$ cat config.mk
export PLATFORM = sky130hd
export DESIGN_NAME = axis2fifo_pkt
export DESIGN_NICKNAME = d
export VERILOG_FILES = /design/src/rtl/axis2fifo_pkt.sv
export SDC_FILE = /design/constraint.sdc
export NUM_CORES = 1
export LEC_CHECK = 0
export ABC_AREA = 1
export CAP_MARGIN = 20
export CORE_MARGIN = 3
export CORE_UTILIZATION = 61
export DETAILED_ROUTE_END_ITERATION = 12
export GPL_ROUTABILITY_DRIVEN = 1
export HOLD_SLACK_MARGIN = 0.03
export PLACE_DENSITY = 0.8
export SLEW_MARGIN = 25
export SYNTH_ARGS = -nofsm -noshare
export SYNTH_HDL_FRONTEND = slang
export SYNTH_SLANG_ARGS = --single-unit
$ cat constraint.sdc
create_clock -name clk_sys -period 2.7 [get_ports clk_sys]
set_input_delay 0.675 -clock clk_sys [delete_from_list [all_inputs] [get_ports clk_sys]]
set_output_delay 0.675 -clock clk_sys [all_outputs]
set_load 0.02 [all_outputs]
$ cat src/rtl/axis2fifo_pkt.sv
// AXI-Stream ingress circular buffer with programmable ready threshold and FWFT word-level read port.
// Optional complete-packet tracking enabled by defining AXIS2FIFO_PKT_EN.
module axis2fifo_pkt #(
  parameter  int unsigned DW       = 8,
  parameter  int unsigned UDW      = 10,
  parameter  int unsigned DEW      = DW / 8,
  parameter  int unsigned DEPTH    = 16,
  parameter  int unsigned AF_LEVEL = DEPTH - 2,
  localparam int unsigned AW       = $clog2(DEPTH),
  localparam int unsigned FW       = DW + DEW + UDW + 1
) (
  input  logic           clk_sys,
  input  logic           rst_n,
  output logic           axi_ready,
  input  logic           axi_valid,
  input  logic [DW-1:0]  axi_data,
  input  logic           axi_last,
  input  logic [DEW-1:0] axi_keep,
  input  logic [UDW-1:0] axi_user,
  input  logic           fifo_rd_en,
  output logic [FW-1:0]  fifo_rd_data,
  output logic           fifo_empty,
  output logic           fifo_eflag,
  output logic [AW:0]    fifo_count,
  output logic           pkt_avail
);

  localparam logic [AW:0] AF_CNT  = (AW + 1)'(AF_LEVEL);
  localparam logic [AW:0] CNT_ONE = (AW + 1)'(1);

  logic [FW-1:0] r_mem [DEPTH];
  logic [AW-1:0] r_wr_ptr;
  logic [AW-1:0] r_rd_ptr;
  logic [AW:0]   r_count;
  logic          r_empty;
  logic          r_ready;
  logic          r_arm;

  logic          w_wr;
  logic          w_rd;
  logic [AW:0]   w_count_nxt;
  logic [FW-1:0] w_head;

  assign w_wr   = axi_valid & r_ready;
  assign w_rd   = fifo_rd_en & ~r_empty;
  assign w_head = r_mem[r_rd_ptr];

  assign axi_ready    = r_ready;
  assign fifo_count   = r_count;
  assign fifo_empty   = r_empty;
  assign fifo_rd_data = r_empty ? '0 : w_head;
  assign fifo_eflag   = (r_count == CNT_ONE) & fifo_rd_en;

  // Storage array is intentionally left out of reset.
  always_ff @(posedge clk_sys) begin
    if (w_wr) begin
      r_mem[r_wr_ptr] <= {axi_user, axi_keep, axi_last, axi_data};
    end
  end

  always_comb begin
    w_count_nxt = r_count;
    case ({w_wr, w_rd})
      2'b10:   w_count_nxt = r_count + CNT_ONE;
      2'b01:   w_count_nxt = r_count - CNT_ONE;
      default: w_count_nxt = r_count;
    endcase
  end

  // r_arm delays ready by one extra edge after reset release.
  always_ff @(posedge clk_sys or negedge rst_n) begin
    if (!rst_n) begin
      r_wr_ptr <= '0;
      r_rd_ptr <= '0;
      r_count  <= '0;
      r_empty  <= 1'b1;
      r_ready  <= 1'b0;
      r_arm    <= 1'b0;
    end else begin
      r_arm   <= 1'b1;
      r_ready <= r_arm & (r_count <= AF_CNT);
      r_count <= w_count_nxt;
      r_empty <= (w_count_nxt == '0);
      if (w_wr) r_wr_ptr <= r_wr_ptr + AW'(1);
      if (w_rd) r_rd_ptr <= r_rd_ptr + AW'(1);
    end
  end

`ifdef AXIS2FIFO_PKT_EN
  logic [AW:0] r_pkt_cnt;
  logic        r_pkt_avail;
  logic [AW:0] w_pkt_nxt;
  logic        w_pkt_in;
  logic        w_pkt_out;

  assign w_pkt_in  = w_wr & axi_last;
  assign w_pkt_out = w_rd & w_head[DW];
  assign pkt_avail = r_pkt_avail;

  always_comb begin
    w_pkt_nxt = r_pkt_cnt;
    case ({w_pkt_in, w_pkt_out})
      2'b10:   w_pkt_nxt = r_pkt_cnt + CNT_ONE;
      2'b01:   w_pkt_nxt = r_pkt_cnt - CNT_ONE;
      default: w_pkt_nxt = r_pkt_cnt;
    endcase
  end

  always_ff @(posedge clk_sys or negedge rst_n) begin
    if (!rst_n) begin
      r_pkt_cnt   <= '0;
      r_pkt_avail <= 1'b0;
    end else begin
      r_pkt_cnt   <= w_pkt_nxt;
      r_pkt_avail <= (w_pkt_nxt != '0);
    end
  end
`else
  assign pkt_avail = ~r_empty;
`endif

endmodule
==> flow_results.xml, run 1 <==
<?xml version="1.0" encoding="UTF-8"?>
<metrics>
  <group name="cells_and_area">
    <metric name="flow.area_growth_from_synthesis" unit="%">24.5</metric>
    <metric name="area_taken_by_flip_flops_and_latches" unit="µm²">10000</metric>
    <metric name="design.final.nets" unit="">1540</metric>
    <metric name="antenna-diode-count" unit="">0</metric>
    <metric name="fillers" unit="">1254</metric>
    <metric name="multiInputGateArea" unit="µm²">4000</metric>
    <metric name="finalCoreUtilization" unit="%">78.5</metric>
    <metric name="layout-drive-gt1-share" unit="%">19.0</metric>
  </group>
  <group name="floorplanning">
    <metric name="core-area" unit="µm²">23000</metric>
    <metric name="placement_rows" unit="">55</metric>
    <metric name="full_die_area" unit="µm²">25700</metric>
    <metric name="starting_density_of_the_core" unit="%">63.1</metric>
    <metric name="io_pins" unit="">53</metric>
    <metric name="die-height" unit="µm">160</metric>
    <metric name="die_width" unit="µm">160</metric>
  </group>
  <group name="clocking">
    <metric name="clock_tree.buffer_depth" unit="">3</metric>
    <metric name="tritoncts" unit="">done</metric>
    <metric name="cts.sinks" unit="">336</metric>
    <metric name="cts_hold_repair.buffers" unit="">0</metric>
    <metric name="worst_setup_hold_path_clk_slew" unit="ns">0.06</metric>
    <metric name="worstSkewPairLatency" unit="ns">0.52</metric>
    <metric name="numCtsBuffers" unit="">36</metric>
    <metric name="cts_max_level" unit="">2</metric>
    <metric name="clock-root-buffer" unit="">clkbuf_16</metric>
  </group>
  <group name="min_path">
    <metric name="holdCritStartpoint" unit="">r_arm$_DFF_PN0_</metric>
    <metric name="holdPathStages" unit="">2</metric>
    <metric name="holdPathEnd" unit="">axi_ready$_DFF_PN0_</metric>
    <metric name="hold_path.class" unit="">register to register</metric>
  </group>
  <group name="yosys">
    <metric name="syn_nets" unit="">1428</metric>
    <metric name="synth.ff_latch_count" unit="">336</metric>
    <metric name="synth_largest_area_cell" unit="">edfxtp_1</metric>
    <metric name="yosysWarningCount" unit="">0</metric>
    <metric name="yosys-top-cells-area" unit="">edfxtp_1 (66%), nand2_1 (13%), nand3_1 (7.3%), inv_1 (4.7%), dfrtp_1 (2.6%)</metric>
    <metric name="synth.lib_cells_used.distinct" unit="">23</metric>
    <metric name="synthesis.area_per_instance" unit="µm²">10.4</metric>
    <metric name="synth.cell_area" unit="µm²">14500</metric>
    <metric name="yosysTopAreaCellShare" unit="%">66.3</metric>
    <metric name="yosysSeqAreaShare" unit="%">69.0</metric>
    <metric name="post_synth_inst_count" unit="">1393</metric>
  </group>
  <group name="job">
    <metric name="max_cap_check_violation_count" unit="">0</metric>
  </group>
  <group name="route">
    <metric name="detail_route.wl_per_cell" unit="µm">22.3</metric>
    <metric name="wl_met1" unit="µm">14000</metric>
    <metric name="dr_wl_met3" unit="µm">5040</metric>
    <metric name="dr.pass1.iters" unit="">8</metric>
    <metric name="max_layer_used" unit="">met4</metric>
    <metric name="drc_errors" unit="">0</metric>
    <metric name="ant_nets" unit="">0</metric>
    <metric name="route.met2.wl" unit="µm">19600</metric>
    <metric name="vias_per_cell" unit="">6.02</metric>
    <metric name="drt_first_iter_violations" unit="">1628</metric>
    <metric name="via_count" unit="">11100</metric>
    <metric name="drt-total-wl" unit="µm">41100</metric>
  </group>
  <group name="sta">
    <metric name="worst_slew_margin_rel" unit="%">46.0</metric>
    <metric name="period_needed" unit="ns">2.97</metric>
    <metric name="timing_worst_slew_pin_value" unit="ns">0.807</metric>
    <metric name="setup_repair_after_global_routing_missed_its_margin" unit="">yes</metric>
    <metric name="fin_skew" unit="ns">0.0196</metric>
    <metric name="max_freq" unit="GHz">0.337</metric>
    <metric name="min_period_over_period" unit="%">110</metric>
    <metric name="final.setup.worst_slack" unit="ns">-0.265</metric>
    <metric name="maxSlewViolCount" unit="">0</metric>
    <metric name="finalHoldViolations" unit="">0</metric>
    <metric name="setup_viol" unit="">20</metric>
  </group>
  <group name="place">
    <metric name="detailedPlacementHpwl" unit="µm">21000</metric>
    <metric name="buffer_ports.inserted" unit="">52</metric>
    <metric name="dpl_worst_slack" unit="ns">-0.194</metric>
    <metric name="gp_congestion" unit="">0.835</metric>
  </group>
  <group name="grt">
    <metric name="grt_pass1_vias" unit="">10700</metric>
    <metric name="globalRoute.totalOverflow" unit="">0</metric>
    <metric name="initial_antenna_violation_count" unit="">0</metric>
    <metric name="grt_max_degree" unit="">31</metric>
    <metric name="grt_first_pass_wirelength" unit="µm">59800</metric>
    <metric name="global_route.usage.total" unit="%">30.3</metric>
  </group>
  <group name="worst_setup_path">
    <metric name="setup.worst_path.class" unit="">register to output port</metric>
    <metric name="r2r-start" unit="">fifo_empty$_DFF_PN1_</metric>
    <metric name="r2r_end" unit="">fifo_empty$_DFF_PN1_</metric>
    <metric name="setup.worst_path.end_class" unit="">output port</metric>
    <metric name="critical_path_peak_fanout" unit="">8</metric>
    <metric name="cp.arrival" unit="ns">2.29</metric>
    <metric name="worstPathRequired" unit="ns">2.03</metric>
    <metric name="timing.reg2reg.worst_path_depth" unit="">9</metric>
    <metric name="regToRegSetupSlack" unit="ns">0.65</metric>
    <metric name="worstSetupStartpointType" unit="">register</metric>
    <metric name="critical_path_launch_point" unit="">r_rd_ptr[0]$_DFFE_PN0P_</metric>
  </group>
  <group name="power">
    <metric name="p_leak" unit="nW">7.57</metric>
    <metric name="p_per_area" unit="nW/µm²">1100</metric>
    <metric name="ir_worst_vdd" unit="µV">690</metric>
  </group>
  <group name="outcome">
    <metric name="violations_in_the_final_reports" unit="">negative setup slack</metric>
    <metric name="outcome" unit="">complete, but fails checks</metric>
  </group>
</metrics>
-- state kept, by name, summed over array words and instances (netlist names) --
name        flops
fifo_empty      1
r_wr_ptr        4
r_mem         320
axi_ready       1
fifo_count      5
r_arm           1
r_rd_ptr        4
-- cells in the mapped netlist --
| master | count |
|---|---|
| a21boi_0 | 1 |
| a21oi_1 | 20 |
| a31oi_1 | 1 |
| buf_1 | 10 |
| buf_2 | 27 |
| buf_4 | 3 |
| buf_6 | 5 |
| clkbuf_1 | 24 |
| clkinv_1 | 1 |
| conb_1 | 1 |
| dfrtp_1 | 15 |
| dfstp_2 | 1 |
| edfxtp_1 | 320 |
| ha_1 | 11 |
| inv_1 | 181 |
| inv_2 | 2 |
| nand2_1 | 521 |
| nand3_1 | 212 |
| nand3b_1 | 1 |
| nand4_1 | 4 |
| nor2_1 | 24 |
| o21ai_0 | 2 |
| xor2_1 | 6 |
-- per-stage QoR --
| step | TNS, ns | cells | total power (W) | hold WS, ns | cell area, µm² |
|---|---|---|---|---|---|
| final | -3.63 | 1841 | 0.0199 | 0.508 | 18000 |
| after global routing | -4.83 | 1841 | 0.0207 | 0.509 | 18000 |
| after CTS | -2.21 | 1830 | 0.0188 | 0.505 | 17500 |
| after detailed placement | -1.72 | 1763 | 0.0134 | 0.497 | 16000 |
| after global placement | -1.15 | 1763 | 0.0132 | 0.494 | 16000 |
| after floorplan | 0 | 1393 | 0.0104 | 0.379 | 14500 |
-- cells in the final DEF, fill, tap and decap left out, types with 3 or more instances in the layout --
cell type,synthesis,final
nand3_2,0,64
a21oi_4,0,3
nand4_1,4,4
clkbuf_16,0,42
clkinv_1,1,9
nand2_2,0,30
buf_12,0,30
inv_8,0,3
a21oi_2,0,15
ha_1,11,11
buf_4,3,39
buf_6,5,26
clkinv_2,0,4
nor2_2,0,16
nor2_1,24,8
dfrtp_1,15,13
inv_1,181,181
nand3_1,212,147
xor2_1,6,6
edfxtp_1,320,320
buf_16,0,4
nand2_1,521,490
clkbuf_1,24,8
clkdlybuf4s50_1,0,31
-- report_power, final --
group | leakage (nW) | switching [W] | internal, W
Combinational | 3.97 | 0.00552 | 0.00355
Sequential | 3.07 | 0.000239 | 0.00606
Clock | 0.520 | 0.00196 | 0.00258
-- routing by layer --
layer	up-vias	track usage, %
li1	4778	-
met4	0	13.6
met5	-	0
met3	219	6.46
met1	5194	39.1
met2	898	50.1
-- critical path: stages, from the launching register on --
cell	delay [ns]
dfrtp_4	0.57
buf_12	0.20
buf_6	0.11
clkbuf_16	0.15
nand2_1	0.05
nand2_1	0.07
nand2_1	0.05
nand3_1	0.11
nand3_1	0.09
a21oi_1	0.18
buf_4	0.18
-- worst max path at each step --
stage | to | slack, ns | depth (start not counted)
2_1_floorplan | r_mem[11][0]$_DFFE_PP_ | 0.41 | 4
3_3_place_gp | fifo_rd_data[19] | -0.14 | 10
3_5_place_dp | fifo_rd_data[4] | -0.19 | 9
4_1_cts | fifo_rd_data[10] | -0.17 | 8
5_1_grt | fifo_rd_data[7] | -0.34 | 10
6_report | fifo_rd_data[7] | -0.27 | 10
-- layout make-up --
cell class                      instances  share of cell area, %
Sequential cell                       336                   55.5
Multi-Input combinational cell        804                   22.2
Timing Repair Buffer                  142                   10.3
Clock buffer                           45                   5.23
Inverter                              184                   3.87
Tap cell                              313                   2.17
Clock inverter                         16                  0.645
Timing Repair inverter                  1                 0.0624
-- cells by family after synthesis --
logic type      after synthesis  share of synthesized area [%]
simple gates                762                           21.6
flops                       336                           69.0
buf+inv                     253                           7.12
other cells                   1                         0.0259
xor+xnor                      6                          0.362
fa+ha+maj                    11                          0.949
compound gates               24                          0.854
-- what timing repair did --
item | 4_1_cts | 5_1_grt
cloned | 5 | 8
endpoints found under the setup margin | 22 | 21
pin swaps | 28 | 44
buffers inserted | 1 | 3
resized for setup | 193 | 72
(Power assumes the default switching activity.)
==> run 2, diff against run 1 <==
Settings changed: GPL_ROUTABILITY_DRIVEN 1 to default.
Clock period 2.7 ns to 2.8 ns, I/O delays scaled along.
==> flow_results.xml, run 2 (same netlist as run 1, synthesis figures left out) <==
<?xml version="1.0" encoding="UTF-8"?>
<metrics>
  <group name="sta">
    <metric name="final.setup.worst_slack" unit="ns">-0.240</metric>
    <metric name="timing_worst_slew_pin_value" unit="ns">0.847</metric>
    <metric name="period_needed" unit="ns">3.04</metric>
    <metric name="setup_viol" unit="">20</metric>
    <metric name="min_period_over_period" unit="%">109</metric>
    <metric name="maxSlewViolCount" unit="">0</metric>
    <metric name="finalHoldViolations" unit="">0</metric>
    <metric name="setup_repair_after_global_routing_missed_its_margin" unit="">yes</metric>
    <metric name="fin_skew" unit="ns">0.0189</metric>
    <metric name="worst_slew_margin_rel" unit="%">43.4</metric>
    <metric name="max_freq" unit="GHz">0.329</metric>
  </group>
  <group name="route">
    <metric name="detail_route.wl_per_cell" unit="µm">23.7</metric>
    <metric name="vias_per_cell" unit="">6.16</metric>
    <metric name="drc_errors" unit="">0</metric>
    <metric name="dr.pass1.iters" unit="">7</metric>
    <metric name="ant_nets" unit="">0</metric>
    <metric name="drt_first_iter_violations" unit="">1711</metric>
    <metric name="drt-total-wl" unit="µm">43900</metric>
    <metric name="via_count" unit="">11400</metric>
  </group>
  <group name="place">
    <metric name="buffer_ports.inserted" unit="">52</metric>
    <metric name="dpl_worst_slack" unit="ns">-0.0746</metric>
    <metric name="post_place_instance_area" unit="µm²">16000</metric>
    <metric name="gp_congestion" unit="">0.861</metric>
    <metric name="detailedPlacementHpwl" unit="µm">21000</metric>
    <metric name="place.detailed.instances" unit="">1764</metric>
  </group>
  <group name="worst_setup_path">
    <metric name="slowest_stage_delay_on_critical_path" unit="ns">0.50</metric>
    <metric name="critical_path_peak_fanout" unit="">16</metric>
    <metric name="critical-path-top-cell-by-count" unit="">nand2_1</metric>
    <metric name="worstPathRequired" unit="ns">2.10</metric>
    <metric name="worstPathCellList" unit="">buf_6 &gt; buf_12 &gt; buf_12 &gt; nand2_1 &gt; nand2_1 &gt; nand2_1 &gt; nand3_2 &gt; nand3_2 &gt; a21oi_2 &gt; buf_6</metric>
    <metric name="setup.worst_path.class" unit="">register to output port</metric>
    <metric name="setup.worst_path.end_class" unit="">output port</metric>
    <metric name="cp.arrival" unit="ns">2.34</metric>
    <metric name="cpMaxStageDelayCell" unit="">dfrtp_4</metric>
    <metric name="worstSetupStartpointType" unit="">register</metric>
  </group>
  <group name="min_path">
    <metric name="hold_path.class" unit="">register to register</metric>
  </group>
  <group name="cells_and_area">
    <metric name="layout.cells.non_filler" unit="">1852</metric>
    <metric name="final_area" unit="µm²">18300</metric>
    <metric name="design.final.nets" unit="">1551</metric>
    <metric name="flow.area_growth_from_synthesis" unit="%">25.9</metric>
    <metric name="largest_register_ffs" unit="">320</metric>
    <metric name="antenna-diode-count" unit="">0</metric>
    <metric name="most_used_cells_in_the_layout_excluding_fill_and_tap_cells" unit="">nand2_1 (490), edfxtp_1 (320), inv_1 (181)</metric>
    <metric name="layout-drive-gt1-share" unit="%">20.7</metric>
    <metric name="final_common_cell" unit="">nand2_1</metric>
    <metric name="largest-register" unit="">r_mem</metric>
    <metric name="fillers" unit="">1192</metric>
  </group>
  <group name="floorplanning">
    <metric name="starting_density_of_the_core" unit="%">63.1</metric>
    <metric name="full_die_area" unit="µm²">25700</metric>
    <metric name="placement_rows" unit="">55</metric>
    <metric name="io_pins" unit="">53</metric>
    <metric name="die_width" unit="µm">160</metric>
    <metric name="die-height" unit="µm">160</metric>
    <metric name="core-area" unit="µm²">23000</metric>
  </group>
  <group name="grt">
    <metric name="grt_pass1_vias" unit="">10800</metric>
    <metric name="globalRoute.totalOverflow" unit="">0</metric>
    <metric name="initial_antenna_violation_count" unit="">0</metric>
    <metric name="global_route.usage.total" unit="%">29.5</metric>
    <metric name="grt_first_pass_wirelength" unit="µm">58500</metric>
    <metric name="grt_max_degree" unit="">35</metric>
  </group>
  <group name="power">
    <metric name="ir_worst_vdd" unit="µV">639</metric>
    <metric name="p_leak" unit="nW">7.70</metric>
    <metric name="p_per_area" unit="nW/µm²">1080</metric>
  </group>
  <group name="job">
    <metric name="max_cap_check_violation_count" unit="">0</metric>
  </group>
  <group name="clocking">
    <metric name="cts.sinks" unit="">336</metric>
    <metric name="tritoncts" unit="">done</metric>
    <metric name="cts_max_level" unit="">2</metric>
    <metric name="worst_setup_hold_path_clk_slew" unit="ns">0.06</metric>
    <metric name="clock_tree.buffer_depth" unit="">3</metric>
    <metric name="clock-root-buffer" unit="">clkbuf_16</metric>
    <metric name="numCtsBuffers" unit="">35</metric>
    <metric name="worstSkewPairLatency" unit="ns">0.54</metric>
  </group>
  <group name="outcome">
    <metric name="violations_in_the_final_reports" unit="">negative setup slack</metric>
    <metric name="outcome" unit="">complete, but fails checks</metric>
  </group>
</metrics>
==> run 2: what timing repair did <==
action,in CTS,in global routing
endpoints found under the setup margin,20,21
pin swaps,14,54
cloned,7,8
hold buffers,0,0
setup buffers,5,10
gates resized for setup,172,126
endpoints found under the hold margin,0,0
==> run 2: final timing paths <==
path	cells after the start	start	end	slack [ns]
worst min register to register	2	r_arm$_DFF_PN0_	axi_ready$_DFF_PN0_	0.48
worst min-delay path	2	r_arm$_DFF_PN0_	axi_ready$_DFF_PN0_	0.48
worst max register to register	8	fifo_empty$_DFF_PN1_	fifo_empty$_DFF_PN1_	0.57
min in group asynchronous	1	rst_n	fifo_count[4]$_DFF_PN0_	0.66
max in group asynchronous	1	rst_n	r_rd_ptr[0]$_DFFE_PN0P_	1.52
worst max-delay path	10	r_rd_ptr[0]$_DFFE_PN0P_	fifo_rd_data[8]	-0.24
==> run 2: layout make-up <==
type	instances	area (µm²)	area share, %
Clock inverter	13	86.3	0.473
Tap cell	313	392	2.15
Inverter	184	703	3.85
Timing Repair inverter	1	16.3	0.0891
Clock buffer	47	962	5.27
Multi-Input combinational cell	804	4060	22.2
Sequential cell	336	10000	54.9
Timing Repair Buffer	154	2020	11.1
==> run 2: report_power, final <==
part	internal [W]	switching (W)	leakage, nW	total (W)
Combinational	0.00369	0.00556	4.11	0.00925
Clock	0.00243	0.00192	0.518	0.00435
Sequential	0.00584	0.000266	3.07	0.00611
==> run 2: worst max-delay path, delay by kind of cell (launching register included) <==
kind / cells / cell delay (ns)
buffers and inverters: 4 / 0.60
flip-flops: 1 / 0.50
AND/OR/NAND/NOR: 5 / 0.49
AO/OA/AOI/OAI: 1 / 0.22
==> run 2: per-layer routing <==
| layer | global-route usage, % | vias to the layer above | wire length (µm) |
|---|---|---|---|
| li1 | - | 4802 | - |
| met2 | 49.1 | 986 | 21000 |
| met4 | 11.8 | 0 | 2820 |
| met5 | 0 | - | 0 |
| met3 | 6.23 | 254 | 5400 |
| met1 | 38.3 | 5368 | 14800 |
==> run 2: through the flow <==
| stage | utilization, % | hold slack (ns) | TNS, ns | power (W) |
|---|---|---|---|---|
| floorplan | - | 0.404 | 0 | 0.0100 |
| global route | 79.4 | 0.517 | -3.92 | 0.0204 |
| finish | 79.4 | 0.484 | -3.17 | 0.0197 |
| detailed placement | 69.4 | 0.477 | -0.225 | 0.0128 |
| CTS | 76.1 | 0.490 | -1.26 | 0.0180 |
| global placement | 69.4 | 0.485 | -0.0225 | 0.0126 |
==> run 3, diff against run 2 <==
Settings changed: CORE_MARGIN 3 to 5, CORE_UTILIZATION 61 to 55, PLACE_DENSITY 0.8 to 0.76, REMOVE_ABC_BUFFERS from default to 1.
Clock period 2.8 ns to 2.7 ns, I/O delays scaled along.
==> flow_results.xml, run 3 (same netlist as run 1, synthesis figures left out) <==
<?xml version="1.0" encoding="UTF-8"?>
<metrics>
  <group name="outcome">
    <metric name="outcome" unit="">complete, but fails checks</metric>
    <metric name="violations_in_the_final_reports" unit="">negative setup slack</metric>
  </group>
  <group name="clocking">
    <metric name="numCtsBuffers" unit="">34</metric>
    <metric name="clock-root-buffer" unit="">clkbuf_16</metric>
    <metric name="worst_setup_hold_path_clk_slew" unit="ns">0.06</metric>
    <metric name="worstSkewPairLatency" unit="ns">0.51</metric>
    <metric name="tritoncts" unit="">done</metric>
    <metric name="cts_max_level" unit="">2</metric>
    <metric name="clock_tree.buffer_depth" unit="">3</metric>
    <metric name="cts.sinks" unit="">336</metric>
  </group>
  <group name="floorplanning">
    <metric name="starting_density_of_the_core" unit="%">55.8</metric>
    <metric name="full_die_area" unit="µm²">29700</metric>
    <metric name="core-area" unit="µm²">26000</metric>
    <metric name="die_width" unit="µm">172</metric>
    <metric name="die-height" unit="µm">172</metric>
    <metric name="io_pins" unit="">53</metric>
    <metric name="placement_rows" unit="">59</metric>
  </group>
  <group name="place">
    <metric name="detailedPlacementHpwl" unit="µm">19700</metric>
    <metric name="gp_congestion" unit="">0.845</metric>
    <metric name="buffer_ports.inserted" unit="">52</metric>
    <metric name="dpl_worst_slack" unit="ns">-0.139</metric>
  </group>
  <group name="cells_and_area">
    <metric name="most_used_cells_in_the_layout_excluding_fill_and_tap_cells" unit="">nand2_1 (490), edfxtp_1 (320), inv_1 (181)</metric>
    <metric name="final_common_cell" unit="">nand2_1</metric>
    <metric name="design.final.nets" unit="">1554</metric>
    <metric name="antenna-diode-count" unit="">0</metric>
    <metric name="largest-register" unit="">r_mem</metric>
    <metric name="finalCoreUtilization" unit="%">70.8</metric>
    <metric name="flow.area_growth_from_synthesis" unit="%">26.8</metric>
    <metric name="largest_register_ffs" unit="">320</metric>
    <metric name="layout-drive-gt1-share" unit="%">20.5</metric>
  </group>
  <group name="worst_setup_path">
    <metric name="critPathBufInv" unit="">4</metric>
    <metric name="critical-path-top-cell-by-count" unit="">nand2_1</metric>
    <metric name="timing.critical_path.max_delay_family" unit="">buffers and inverters</metric>
    <metric name="r2r-start" unit="">fifo_empty$_DFF_PN1_</metric>
    <metric name="worstPathRequired" unit="ns">2.03</metric>
    <metric name="critical_path_peak_fanout" unit="">7</metric>
    <metric name="setup.worst_path.end_class" unit="">output port</metric>
    <metric name="setup.worst_path.class" unit="">register to output port</metric>
    <metric name="critical_path_launch_point" unit="">r_rd_ptr[0]$_DFFE_PN0P_</metric>
    <metric name="worstSetupStartpointType" unit="">register</metric>
    <metric name="cp.arrival" unit="ns">2.27</metric>
    <metric name="slowest_stage_delay_on_critical_path" unit="ns">0.55</metric>
    <metric name="regToRegSetupSlack" unit="ns">0.84</metric>
    <metric name="cpMaxStageDelayCell" unit="">dfrtp_4</metric>
    <metric name="worstPathCellList" unit="">buf_12 &gt; inv_12 &gt; clkbuf_16 &gt; nand2_1 &gt; nand2_1 &gt; nand2_1 &gt; nand3_1 &gt; nand3_2 &gt; a21oi_2 &gt; buf_4</metric>
  </group>
  <group name="grt">
    <metric name="grt_max_degree" unit="">57</metric>
    <metric name="initial_antenna_violation_count" unit="">0</metric>
    <metric name="grt_first_pass_wirelength" unit="µm">56500</metric>
    <metric name="grt_pass1_vias" unit="">10300</metric>
    <metric name="globalRoute.totalOverflow" unit="">0</metric>
    <metric name="global_route.usage.total" unit="%">25.0</metric>
  </group>
  <group name="job">
    <metric name="max_cap_check_violation_count" unit="">0</metric>
  </group>
  <group name="sta">
    <metric name="timing_worst_slew_pin_value" unit="ns">0.618</metric>
    <metric name="min_period_over_period" unit="%">109</metric>
    <metric name="period_needed" unit="ns">2.94</metric>
    <metric name="whs" unit="ns">0.491</metric>
    <metric name="setup-tns-final" unit="ns">-2.47</metric>
    <metric name="worst_slew_margin_rel" unit="%">58.7</metric>
    <metric name="fin_skew" unit="ns">0.0118</metric>
    <metric name="setup_repair_after_global_routing_missed_its_margin" unit="">yes</metric>
    <metric name="final.setup.worst_slack" unit="ns">-0.243</metric>
    <metric name="finalHoldViolations" unit="">0</metric>
    <metric name="max_freq" unit="GHz">0.340</metric>
    <metric name="maxSlewViolCount" unit="">0</metric>
    <metric name="setup_viol" unit="">20</metric>
  </group>
  <group name="power">
    <metric name="ir_worst_vdd" unit="µV">777</metric>
    <metric name="total_power" unit="W">0.0201</metric>
    <metric name="p_leak" unit="nW">7.76</metric>
    <metric name="p_per_area" unit="nW/µm²">1100</metric>
  </group>
  <group name="route">
    <metric name="vias_per_cell" unit="">5.76</metric>
    <metric name="dr.pass1.iters" unit="">6</metric>
    <metric name="drt_first_iter_violations" unit="">1380</metric>
    <metric name="via_count" unit="">10800</metric>
    <metric name="detail_route.wl_per_cell" unit="µm">21.5</metric>
    <metric name="drc_errors" unit="">0</metric>
    <metric name="drt-total-wl" unit="µm">40500</metric>
    <metric name="ant_nets" unit="">0</metric>
  </group>
  <group name="min_path">
    <metric name="hold_path.class" unit="">input pin to asynchronous set/reset pin</metric>
  </group>
</metrics>
==> run 3: cell count changes in the layout (fill, tap and decap cells not counted), moves of 3 or more <==
cell	previous run	this run
nand2_4	4	9
nand3_2	75	67
nand3_1	137	145
clkinv_1	4	7
clkbuf_16	44	49
nand2_2	27	22
==> run 3: through the flow <==
step / cells / instance area [µm²]
global route: 1880 / 18400
CTS: 1864 / 17500
finish: 1880 / 18400
floorplan: 1324 / 14200
detailed placement: 1788 / 16100
global placement: 1788 / 16100
==> run 3: what timing repair did <==
action                     in CTS  in global routing
gates cloned                    5                 14
setup buffers                  10                  3
gates resized for setup       146                130
setup endpoints to repair      21                 21
pin swaps                      20                 63
hold buffers                    0                  0
==> run 3: final timing paths <==
kind,to,cells after the start
worst max-delay path,fifo_rd_data[7],10
worst min-delay path,r_wr_ptr[2]$_DFFE_PN0P_,2
worst max register to register,fifo_empty$_DFF_PN1_,8
worst min register to register,axi_ready$_DFF_PN0_,2
max in group asynchronous,fifo_empty$_DFF_PN1_,2
min in group clk_sys,axi_ready$_DFF_PN0_,2
==> run 3: metal layers <==
layer,share of wire (%),global-route usage [%],vias to the layer above
met2,50,41.8,741
met1,35,33.1,5152
met3,10,4.00,127
met4,3.9,9.81,0
li1,-,-,4806
met5,0,0,-
==> run 3: layout make-up <==
class                   count  area [µm²]
clock buffers              47         993
clock inverters            15         120
fillers                  1574        7600
inverters                 184         703
multi-input cells         804        4050
flip-flops and latches    336       10000
well taps                 335         419
repair buffers            158        2070
repair inverters            1        16.3
==> run 3: worst register-to-register path: stages, from the launching register on <==
cell	delay [ns]
dfstp_2	0.66
nor2_1	0.12
ha_1	0.33
nand2_1	0.08
a21boi_0	0.26
nand2_1	0.09
nor2_1	0.10
nand3_1	0.07
nor2_1	0.09
==> run 3: power breakdown <==
group	total, W	switching, W	internal [W]
Sequential	0.00630	0.000236	0.00606
Combinational	0.00915	0.00542	0.00373
Clock	0.00470	0.00193	0.00277
